**src/rtl/hazard_scoreboard_pkg.sv**
```systemverilog
// Shared types and default widths for the per-register hazard scoreboard.
// Latency: n/a (types and constants only).
// Backpressure: n/a.
package hazard_scoreboard_pkg;

  // Default widths; the top module parameters take these as defaults.
  localparam int SB_LAT_W = 4;
  localparam int SB_TAG_W = 3;

  typedef logic [SB_TAG_W-1:0] sb_tag_t;
  typedef logic [SB_LAT_W-1:0] sb_lat_t;

  // State held for one architectural register.
  typedef struct packed {
    logic    busy;
    sb_lat_t cnt;
    sb_tag_t tag;
  } sb_entry_t;

  // Issue and writeback bundles as seen by the scoreboard.
  typedef struct packed {
    logic    valid;
    logic    regwrite;
    logic [4:0] rd;
    sb_lat_t lat;
  } sb_issue_t;

  typedef struct packed {
    logic    valid;
    logic [4:0] rd;
    sb_tag_t tag;
  } sb_wb_t;

endpackage

```
**src/rtl/hazard_scoreboard_sb_entry.sv**
```systemverilog
// One register's scoreboard slot: allocate, countdown to bypassable, retire on tag match.
// Latency: state updates on the clock edge following alloc/retire.
// Backpressure: none; the top only raises alloc for accepted issues.
module sb_entry
  import hazard_scoreboard_pkg::*;
#(
  parameter int LAT_W = SB_LAT_W,
  parameter int TAG_W = SB_TAG_W
) (
  input  logic             clk,
  input  logic             reset,
  input  logic             alloc,
  input  logic [LAT_W-1:0] lat,
  input  logic [TAG_W-1:0] new_tag,
  input  logic             retire,
  input  logic [TAG_W-1:0] retire_tag,
  output logic             busy,
  output logic [LAT_W-1:0] cnt,
  output logic [TAG_W-1:0] tag
);

  logic tag_hit;

  // A writeback only frees the slot when it comes from the youngest writer.
  assign tag_hit = retire && busy && (tag == retire_tag);

  // Allocation beats retirement; otherwise the countdown runs and saturates at zero.
  always_ff @(posedge clk or posedge reset) begin
    if (reset) begin
      busy <= 1'b0;
      cnt  <= '0;
      tag  <= '0;
    end else if (alloc) begin
      busy <= 1'b1;
      cnt  <= lat;
      tag  <= new_tag;
    end else if (tag_hit) begin
      busy <= 1'b0;
      cnt  <= '0;
    end else if (busy && (cnt != '0)) begin
      cnt  <= cnt - 1'b1;
    end
  end

endmodule

```
**src/rtl/hazard_scoreboard.sv**
```systemverilog
// ID-stage hazard scoreboard: stall and bypass-ready per source from per-register countdowns.
// Latency: stall/bypass/tag outputs are combinational on current state; state moves on the edge.
// Backpressure: stall_o holds ID/IF on RAW, WAW-reorder, or in-flight limit; issue not accepted.
module hazard_scoreboard
  import hazard_scoreboard_pkg::*;
#(
  parameter int NREGS        = 32,
  parameter int LAT_W        = SB_LAT_W,
  parameter int TAG_W        = SB_TAG_W,
  parameter int MAX_INFLIGHT = 6,
  parameter int RW           = $clog2(NREGS),
  parameter int IW           = $clog2(MAX_INFLIGHT+1)
) (
  input  logic             clk,
  input  logic             reset,
  input  logic             issue_valid_i,
  input  logic             issue_regwrite_i,
  input  logic [RW-1:0]    issue_rd_i,
  input  logic [LAT_W-1:0] issue_lat_i,
  input  logic [RW-1:0]    rs1_i,
  input  logic [RW-1:0]    rs2_i,
  input  logic             rs1_used_i,
  input  logic             rs2_used_i,
  input  logic             wb_valid_i,
  input  logic [RW-1:0]    wb_rd_i,
  input  logic [TAG_W-1:0] wb_tag_i,
  output logic             stall_o,
  output logic [TAG_W-1:0] issue_tag_o,
  output logic             rs1_byp_o,
  output logic             rs2_byp_o,
  output logic [IW-1:0]    inflight_o
);

  logic [NREGS-1:0] busy;
  logic [LAT_W-1:0] cnt [NREGS];
  logic [TAG_W-1:0] tag [NREGS];

  logic [TAG_W-1:0] next_tag;
  logic [IW-1:0]    inflight;

  logic alloc_req, alloc;
  logic clr1, clr2;
  logic haz1, haz2, waw, full;

  // x0 is hardwired: never busy, never counts, never holds a tag.
  assign busy[0] = 1'b0;
  assign cnt[0]  = '0;
  assign tag[0]  = '0;

  for (genvar r = 1; r < NREGS; r++) begin : g_entry
    sb_entry #(
      .LAT_W (LAT_W),
      .TAG_W (TAG_W)
    ) u_entry (
      .clk        (clk),
      .reset      (reset),
      .alloc      (alloc && (issue_rd_i == RW'(r))),
      .lat        (issue_lat_i),
      .new_tag    (next_tag),
      .retire     (wb_valid_i && (wb_rd_i == RW'(r))),
      .retire_tag (wb_tag_i),
      .busy       (busy[r]),
      .cnt        (cnt[r]),
      .tag        (tag[r])
    );
  end

  // Source hazard, WAW ordering and capacity checks feeding the single stall.
  always_comb begin
    alloc_req = issue_valid_i && issue_regwrite_i && (issue_rd_i != '0);

    // Regfile writes through on a matching retire, so the source is simply ready.
    clr1 = wb_valid_i && (wb_rd_i == rs1_i) && busy[rs1_i] && (tag[rs1_i] == wb_tag_i);
    clr2 = wb_valid_i && (wb_rd_i == rs2_i) && busy[rs2_i] && (tag[rs2_i] == wb_tag_i);

    haz1 = rs1_used_i && (rs1_i != '0) && busy[rs1_i] && (cnt[rs1_i] != '0) && !clr1;
    haz2 = rs2_used_i && (rs2_i != '0) && busy[rs2_i] && (cnt[rs2_i] != '0) && !clr2;

    // A younger writer must not become visible before an older one to the same rd.
    waw  = alloc_req && busy[issue_rd_i] && (issue_lat_i < cnt[issue_rd_i]);
    full = alloc_req && (inflight == IW'(MAX_INFLIGHT)) && !wb_valid_i;

    stall_o   = issue_valid_i && (haz1 || haz2 || waw || full);
    alloc     = alloc_req && !stall_o;

    rs1_byp_o = busy[rs1_i] && (cnt[rs1_i] == '0) && !clr1;
    rs2_byp_o = busy[rs2_i] && (cnt[rs2_i] == '0) && !clr2;
  end

  assign issue_tag_o = next_tag;
  assign inflight_o  = inflight;

  // Tag counter advances only on accepted allocations; wraps naturally.
  always_ff @(posedge clk or posedge reset) begin
    if (reset) begin
      next_tag <= '0;
    end else if (alloc) begin
      next_tag <= next_tag + 1'b1;
    end
  end

  // Every writeback pulse belongs to some allocated writer, matching tag or not.
  always_ff @(posedge clk or posedge reset) begin
    if (reset) begin
      inflight <= '0;
    end else begin
      inflight <= inflight + IW'(alloc) - IW'(wb_valid_i);
    end
  end

  // A writeback with nothing in flight (and nothing arriving) means lost bookkeeping.
  a_no_underflow: assert property (@(posedge clk) disable iff (reset)
    !(wb_valid_i && (inflight == '0) && !alloc));

endmodule

```
**config.mk**
```make
export PLATFORM = sky130hd
export DESIGN_NAME = hazard_scoreboard
export DESIGN_NICKNAME = d
export VERILOG_FILES = /design/src/rtl/hazard_scoreboard_pkg.sv /design/src/rtl/hazard_scoreboard_sb_entry.sv /design/src/rtl/hazard_scoreboard.sv
export SDC_FILE = /design/constraint.sdc
export NUM_CORES = 1
export LEC_CHECK = 0
export CAP_MARGIN = 30
export CORE_AREA = 10 10 233 168
export DETAILED_ROUTE_END_ITERATION = 12
export DIE_AREA = 0 0 243 178
export GPL_ROUTABILITY_DRIVEN = 1
export PLACE_DENSITY = 0.68
export SYNTH_ARGS = -nofsm -noshare
export SYNTH_HDL_FRONTEND = slang
export SYNTH_SLANG_ARGS = --single-unit
```
**constraint.sdc**
```tcl
create_clock -name clk -period 10.3 [get_ports clk]
set_clock_uncertainty 0.2 [all_clocks]
set_input_delay 2.06 -clock clk [delete_from_list [all_inputs] [get_ports clk]]
set_output_delay 2.06 -clock clk [all_outputs]
set_load 0.05 [all_outputs]
```
### After elaboration in Yosys (flattened, before gate mapping)

Cells that the tools add are included.

* register bits: 254
* output and inout port bits: 9

* muxes and demuxes: 176
* reductions and logical operators: 288
* bitwise gates (word level): 3
* magnitude comparators: 7
* eq/ne operators: 98
* $add $sub $neg: 34

Operators with widths (number)
* two-way mux 4 bit: 99
* logical AND 1 bit: 181
* equality test 5 bit (second input constant): 32
* nonzero test 4 bit: 33
* subtractor 4 x 1 -> 4 bit (second input constant): 31
* equality test 3 bit: 33
* nonzero test 3 bit: 31
* equality test 5 x 4 -> 1 bit (second input constant): 16
* two-way mux 1 bit: 65
* nonzero test 2 bit: 31
* binary-select mux 4 bit (select 5 bit): 3
* equality test 5 x 3 -> 1 bit (second input constant): 8
* binary-select mux 3 bit (select 5 bit): 2
* equality test 5 x 2 -> 1 bit (second input constant): 4
* greater-or-equal comparator 6 bit (second input constant): 3
* < comparator 5 x 6 -> 1 bit (second input constant): 3
* NOT 5 -> 6 bit: 3
* binary-select mux 1 bit (select 5 bit): 3
* nonzero test 5 bit: 3
* two-way mux 3 bit: 4
* equality test 5 x 1 -> 1 bit (second input constant): 2
* equality test 5 bit: 2
* logical NOT 4 bit: 2
* logical NOT 1 bit: 4
* 6 further kinds: 8

### Logic depth before layout (Yosys ltp)

Gate-level depths: netlist (run 1).

* depth in word-level cells: 16
* mapped depth: 23
* depth with buffers taken out: 19

### Cells and area by module

From an unflattened synthesis (run 1), not the netlist that was laid out.

* cells, all modules: 1948
* area, all modules: 19929.1 um^2

By module, submodules not included
* sb_entry: cells an instance 44, instances 31, area each 469.2 um^2, sequential area each 200.2 um^2
* hazard_scoreboard: cells an instance 584, instances 1, area each 5383.9 um^2, sequential area each 150.1 um^2

### Worst setup path after synthesis (run 1)

OpenSTA, ideal clock, no wires.

* kind: input to output
* start: input issue_rd_i[0]
* end: output stall_o
* setup slack: 1262 ps
* cell stages on the path: 14
* path buffers: 4
* data required time: 8040 ps
* data arrival time: 6778 ps
* path through: buf_2 buf_2 buf_1 buf_1 mux4_2 mux4_2 mux2i_1 ha_1 nand2_1 a31oi_1 a211o_1 a221oi_1 o21ai_0 a31oi_1

* word-level cells in the longest chain between the ends: 9
* elaborated cells between the ends (all ways): 16

Ends and longest elaborated chain
* start, declared: RTL line hazard_scoreboard.sv:18 `input logic [RW-1:0] issue_rd_i,`
* NOT 5 -> 6 bit (implied by the code): RTL line hazard_scoreboard.sv:80 `waw = alloc_req && busy[issue_rd_i] && (issue_lat_i < cnt[issue_rd_i]);`
* binary-select mux 4 bit (select 5 bit): RTL line hazard_scoreboard.sv:80
* two-way mux 4 bit (implied by the code) (2 in a row): RTL line hazard_scoreboard.sv:80
* < comparator 4 bit: RTL line hazard_scoreboard.sv:80
* logical AND 1 bit: RTL line hazard_scoreboard.sv:80
* logical OR 1 bit: RTL line hazard_scoreboard.sv:83 `stall_o = issue_valid_i && (haz1 || haz2 || waw || full);`
* logical OR 1 bit (*): RTL line hazard_scoreboard.sv:83
* logical AND 1 bit (*): RTL line hazard_scoreboard.sv:83
* end, declared: RTL line hazard_scoreboard.sv:27 `output logic stall_o,`

Every way passes the cells marked *; elsewhere a longest branch is shown, timed or not. The select of a mux whose other input is x is not followed.

### Worst setup path in the final report (run 1)

* start: input issue_rd_i[3]
* end: output stall_o

The elaborated chain is that of the path after synthesis.

==> results of run 1 <==
-- worst max-delay path: cells and delay by family --
kind / cells / cell delay (ns)
AOI/OAI and AO/OA: 5 / 1.56
adders and majority gates: 1 / 0.25
muxes: 2 / 0.75
buffers and inverters: 3 / 2.19
and+or+nand+nor: 1 / 0.08
-- cells in the final DEF, fill, tap and decap left out, types with 40 or more instances in the layout --
| cell type | Yosys | layout |
|---|---|---|
| dfrtp_1 | 254 | 254 |
| inv_1 | 101 | 100 |
| mux2_2 | 219 | 219 |
| mux2i_1 | 40 | 40 |
| mux4_2 | 94 | 94 |
| nand2_1 | 102 | 102 |
| nand3_1 | 54 | 54 |
| nor2_1 | 196 | 196 |
| nor4_1 | 87 | 87 |
| o21ai_0 | 40 | 40 |
| xnor2_1 | 78 | 78 |
| xor2_1 | 127 | 127 |
-- routing by layer --
| metal | global-route usage, % | wire length [um] |
|---|---|---|
| met1 | 41.4 | 27400 |
| met2 | 39.3 | 24800 |
| met3 | 11.3 | 9080 |
| met4 | 5.58 | 1210 |
| met5 | 0 | 21 |
-- power groups by stage --
stage	clock network, uW	registers (uW)	logic (uW)
5_1_grt	1110	1920	2600
4_1_cts	1060	1860	2310
6_report	1050	1900	2340
3_3_place_gp	0	1880	2210
2_1_floorplan	0	1690	1870
3_5_place_dp	0	1870	2300
-- flip-flops by register name, indices dropped and copies added, names as in the netlist --
| name | count |
|---|---|
| g_entry.u_entry.tag | 93 |
| inflight_o | 3 |
| g_entry.u_entry.busy | 31 |
| g_entry.u_entry.cnt | 124 |
| issue_tag_o | 3 |
-- path summary, 6_finish.rpt --
path                                            start                    endpoint  slack [ns]  depth (start not counted)
max reg2reg                g_entry[18].u_entry.cnt[3]               inflight_o[2]        4.84                         16
max                                     issue_rd_i[3]                     stall_o        1.14                         12
min in group asynchronous                       reset  g_entry[14].u_entry.tag[1]        1.75                          2
max in group asynchronous                       reset     g_entry[5].u_entry.busy        6.71                          3
min reg2reg                             inflight_o[0]               inflight_o[0]        0.36                          1
min                                     inflight_o[0]               inflight_o[0]        0.36                          1
-- logic make-up after synthesis --
| logic type | synth area share (%) |
|---|---|
| compound gates | 4.97 |
| xor+xnor | 9.54 |
| fa+ha+maj | 2.63 |
| buf+inv | 4.49 |
| flops | 33.8 |
| mux | 28.4 |
| simple gates | 16.1 |
-- metrics by stage --
step | setup WS [ns] | hold WS [ns] | utilization [%] | instance area (um2) | total power (uW)
floorplan | 1.05 | 0.318 | - | 18800 | 3560
global placement | 1.24 | 0.330 | 56.8 | 19600 | 4090
detailed placement | 1.20 | 0.342 | 56.9 | 19600 | 4170
CTS | 1.15 | 0.355 | 59.5 | 20600 | 5240
global route | 0.954 | 0.371 | 59.6 | 20600 | 5620
finish | 1.14 | 0.360 | 59.6 | 20600 | 5290
-- area by class of cell --
cell class                 count  area share (%)
inverter                     102            1.90
timing repair buffer          79            3.42
multi-input combinational   1322            56.4
tap                          472            2.87
clock buffer                  41            3.94
sequential                   254            30.9
clock inverter                 9           0.583
==> metrics.cfg, run 1 <==
[drt]
drt-total-wl_um=62500
drc=0
wl_per_cell_um=27.4
vias=15100
dr.pass1.iters=5
first_iter_violations=2002
ant_nets=0
routed_via_density=6.63

[die]
initial_core_util_pct=54.5
io_pins=43
fp.dieH_um=178
core-area_um2=34500
rows=57
die-area_um2=43300
fp.dieW_um=243

[final_layout]
regArea_um2=6360
antennaDiodeCount=0
finalNonFillerCells=2279
area_delta_synth_final_pct=9.42
drive_gt1_share_pct=25.1
multi_input_area_um2=11600
fin_nets=1860
fillerInstances=2919

[global_routing]
grt_pass1_vias=14500
grt_pass1_wl_um=94000
grt_util_all_layers_pct=28.6
grt_overflow=0
grt_max_degree=168
antenna_found_initial=2

[sta]
drv_slew=0
clock.fmax_mhz=109
finalSetupViolCount=0
period_needed_ns=9.16
relSlewSlack_pct=25.4
timing.final.crit_share_pct=88.9
tns_ns=0
rsz0062_at_grt=false
hold_violations=0
worstMarginPinSlew_ns=1.12

[critical_path]
cp.required_ns=8.04
cp_max_fo=11
slowest_stage=clkdlybuf4s50_1
crit_type=in -> out
critPathArrivalTime_ns=6.90
cpPeakStageDelay_ns=0.88
cp_cell_sequence=clkdlybuf4s50_1 > inv_1 > mux4_2 > mux2i_1 > ha_1 > nand2_1 > a31oi_1 > a211o_1 > a221oi_1 > o21ai_0 > a31oi_1 > clkdlybuf4s50_1
cp-start-kind=input pin
crit_path_end_kind=primary output

[logic_synthesis]
synth-edff-count=0
ys_ff_latch=254
synth.distinct_cells=72
ys_seq_area_share_pct=33.8
synth.area.top_cells=dfrtp_1 (34%), mux2_2 (13%), mux4_2 (11%)
syn-num-nets=1842
yosys.area.top_type=dfrtp_1
synth_flop_cell=dfrtp_1
ys_warn_count=0
synth_common_cells=dfrtp_1 (254), mux2_2 (219), nor2_1 (196), xor2_1 (127), nand2_1 (102)
async_flop_share_pct=100
netlist_area_um2=18800
synthCells=1769
syn_area_per_cell_um2=10.6
yosys.area.top_type_share_pct=33.8
synthMostInstantiatedCell=dfrtp_1

[power]
p_comb_share_pct=44.2
power.density_nw_per_um2=257
seqPwrFrac_pct=35.9
switching_share_pct=40.4
clkPwrFrac_pct=19.9
p_int_uw=3150
p_sw_uw=2140
leakagePower_uw=0.00920
ir_worst_vdd_uv=151

[cts]
htreeDepth=1
cts_buffer_depth=3
clock_sinks=254
cts_buffers=28
ctsHoldBuffers=0
cts_tree=built
path_clk_slew_ns=0.06
insertion_delay_ns=0.58
cts_resized=0
clockRootBuffer=clkbuf_16
postCtsSetupRepairBufs=0

[placed_design]
io_buffers=42
hpwl_um=45400
place_inst=2227
gp_congestion=1.01

[flow_run]
drv_cap=0

[outcome]
status=completed

[hold_path]
hold_class=reg -> reg

Note: power is estimated with default switching activity, not from simulation.
==> run 2: changes to the inputs <==
--- a/config.mk
+++ b/config.mk
@@ -6,9 +6,9 @@
 export NUM_CORES = 1
 export LEC_CHECK = 0
 export CAP_MARGIN = 30
-export CORE_AREA = 10 10 233 168
+export CORE_AREA = 4 4 227 162
 export DETAILED_ROUTE_END_ITERATION = 12
-export DIE_AREA = 0 0 243 178
+export DIE_AREA = 0 0 231 166
 export GPL_ROUTABILITY_DRIVEN = 1
 export PLACE_DENSITY = 0.68
 export SYNTH_ARGS = -nofsm -noshare
==> run 2 against run 1 <==
Net effect:
- hold slack lost 0.0062 ns
- via count down 2.0%
- routed wire length shrank 3.9%
- non-clock buffer count decreased by 3
- total power decreased by 0.57%
- first-iteration DRC count shrank 3.9%
- critical path depth stayed put
- maximum frequency rose by 0.16%
- setup slack improved by 0.014 ns
- final area about the same
- largest cell class unchanged
==> metrics.cfg, run 2 (synthesis results as in run 1) <==
[outcome]
status=completed  ; unchanged

[sta]
rsz0062_at_grt=false  ; unchanged
finalSetupViolCount=0  ; unchanged
timing.final.crit_share_pct=88.8  ; was 88.9%
period_needed_ns=9.15  ; was 9.16 ns
relSlewSlack_pct=34.2  ; was 25.4%
clock.fmax_mhz=109  ; about the same
hold_violations=0  ; unchanged
tns_ns=0  ; unchanged
worstMarginPinSlew_ns=0.987  ; was 1.12 ns
drv_slew=0  ; unchanged
setup_slack_ns=1.15  ; was 1.14 ns

[final_layout]
area_delta_synth_final_pct=9.34  ; was 9.42%
fillerInstances=2916  ; was 2919
largest_register_ff_count=124  ; unchanged
fin_nets=1856  ; was 1860
finalNonFillerCells=2275  ; was 2279
drive_gt1_share_pct=25.2  ; was 25.1%
antennaDiodeCount=0  ; unchanged
postLayoutCellArea_um2=20600  ; about the same
top_register=g_entry.u_entry.cnt  ; unchanged
reg_top3=g_entry.u_entry.cnt x124, g_entry.u_entry.tag x93, g_entry.u_entry.busy x31  ; unchanged
mostFrequentLayoutCells=dfrtp_1 (254), mux2_2 (219), nor2_1 (196)  ; unchanged
final_common_cell=dfrtp_1  ; unchanged

[cts]
cts_buffers=27  ; was 28
htreeDepth=1  ; unchanged
cts_resized=0  ; unchanged
insertion_delay_ns=0.57  ; was 0.58 ns
ctsHoldBuffers=0  ; unchanged
postCtsSetupRepairBufs=0  ; unchanged
clock_sinks=254  ; unchanged
clockRootBuffer=clkbuf_16  ; unchanged
cts_tree=built  ; unchanged
cts_buffer_depth=3  ; unchanged
path_clk_slew_ns=0.06  ; about the same

[flow_run]
drv_cap=0  ; unchanged

[placed_design]
gp_congestion=0.992  ; was 1.01
place_ws_ns=1.25  ; was 1.20 ns
io_buffers=42  ; unchanged
placed_area_um2=19600  ; about the same
hpwl_um=43600  ; was 45400 um
place_inst=2224  ; was 2227

[critical_path]
crit_type=in -> out  ; unchanged
r2r-end=inflight_o[2]  ; unchanged
cp.required_ns=8.04  ; about the same
ff2ff_path_depth=17  ; was 16
critPathArrivalTime_ns=6.89  ; was 6.90 ns
cp_max_fo=11  ; unchanged
cp_top_family=buffers and inverters  ; unchanged
r2r-start=g_entry[15].u_entry.cnt[1]  ; was g_entry[18].u_entry.cnt[3]
crit_path_end_kind=primary output  ; unchanged
cp_cell_sequence=clkdlybuf4s50_1 > inv_1 > mux4_2 > mux2i_1 > ha_1 > nand2_1 > a31oi_1 > a211o_1 > a221oi_1 > o21ai_0 > a31oi_1 > clkdlybuf4s50_1  ; unchanged
cp_num_buf_inv=3  ; unchanged
cp-start-kind=input pin  ; unchanged
slowest_stage=clkdlybuf4s50_1  ; unchanged
cpPeakStageDelay_ns=0.88  ; about the same
rrSetupSlack_ns=5.35  ; was 4.84 ns

[hold_path]
hold_class=reg -> reg  ; unchanged
hold_depth=1  ; unchanged
min_from=inflight_o[0]  ; unchanged
min_to=inflight_o[0]  ; unchanged

[power]
seqPwrFrac_pct=35.9  ; about the same
p_int_uw=3170  ; was 3150 uW
p_sw_uw=2090  ; was 2140 uW
ir_worst_vdd_uv=153  ; was 151 uV
clkPwrFrac_pct=20.3  ; was 19.9%
leakagePower_uw=0.00917  ; was 0.00920 uW
power.density_nw_per_um2=256  ; was 257 nW/um2
p_comb_share_pct=43.9  ; was 44.2%
switching_share_pct=39.8  ; was 40.4%

[global_routing]
top_usage_layer=met1  ; unchanged
use_met3_pct=11.7  ; was 11.3%
grt_max_degree=151  ; was 168
grt_util_all_layers_pct=31.1  ; was 28.6%
grt_overflow=0  ; unchanged
grt_pass1_wl_um=91300  ; was 94000 um
antenna_found_initial=0  ; was 2
grt_pass1_vias=14300  ; was 14.5k
grtUsageMet1_pct=47.8  ; was 41.4%
grt_use_met2_pct=41.4  ; was 39.3%

[drt]
ant_nets=0  ; unchanged
drc=0  ; unchanged
dr.pass1.iters=5  ; unchanged
routed_via_density=6.51  ; was 6.63
wl_per_cell_um=26.4  ; was 27.4 um
first_iter_violations=1923  ; was 2002
drt-total-wl_um=60100  ; was 62500 um
vias=14800  ; was 15.1k

[die]
rows=57  ; unchanged
fp.dieW_um=231  ; was 243 um
fp.dieH_um=166  ; was 178 um
io_pins=43  ; unchanged
die-area_um2=38300  ; was 43300 um2
initial_core_util_pct=54.5  ; unchanged
core-area_um2=34500  ; unchanged

==> run 2: cell count changes in the layout (fill, tap and decap cells not counted) <==
cell	change
bufinv_16	+2
clkbuf_16	-2
clkbuf_8	-1
clkbuf_1	-4
buf_4	-2
buf_12	-1
clkinv_2	-1
nor4_2	+1
clkinvlp_4	+5
nor4_1	-1
==> run 2: per-layer routing <==
metal | routed length, um | share of wire (%)
met3 | 8240 | 14
met4 | 1410 | 2.3
met2 | 23700 | 39
met1 | 26700 | 45
met5 | 0 | 0
==> run 2: area by class of cell <==
class                           count  area, um2  area share (%)
Clock inverter                     15        213            1.03
Sequential cell                   254       6360            30.9
Clock buffer                       34        732            3.56
Multi-Input combinational cell   1322      11600            56.5
Inverter                          102        390            1.90
Tap cell                          472        591            2.87
Timing Repair Buffer               76        669            3.25
==> run 2: how the worst max path moves through the flow <==
stage	from	endpoint	slack (ns)	depth (start not counted)
detailed placement	issue_rd_i[3]	stall_o	1.25	12
floorplan	reset	g_entry[10].u_entry.busy	1.05	1
finish	issue_rd_i[3]	stall_o	1.15	12
global placement	issue_rd_i[0]	stall_o	1.27	12
global route	issue_rd_i[3]	stall_o	0.98	12
CTS	issue_rd_i[3]	stall_o	1.25	12
==> run 2: worst register-to-register path, stage by stage (launching register included) <==
cell      delay, ns
dfrtp_1        0.47
mux4_2         0.52
mux4_2         0.48
mux2i_1        0.18
ha_1           0.25
nand2_1        0.06
a31oi_1        0.04
a211o_1        0.27
a221oi_1       0.69
a221oi_4       0.07
nand2_1        0.39
ha_1           0.31
inv_1          0.05
ha_1           0.14
inv_1          0.05
fa_1           0.37
xnor2_1        0.18
xnor2_1        0.14
==> run 2: per-stage QoR <==
step	hold slack [ns]	power, uW	utilization, %
6_report	0.353	5260	59.6
5_1_grt	0.398	5610	59.6
4_1_cts	0.360	5230	59.5
3_5_place_dp	0.342	4150	56.8
3_3_place_gp	0.326	4040	56.6
2_1_floorplan	0.318	3560	-
==> run 2: power by group through the flow <==
stage          Sequential [uW]  Clock, uW  Combinational, uW
2_1_floorplan             1690          0               1870
3_3_place_gp              1880          0               2170
3_5_place_dp              1870          0               2280
4_1_cts                   1860       1080               2290
5_1_grt                   1910       1120               2580
6_report                  1890       1070               2310
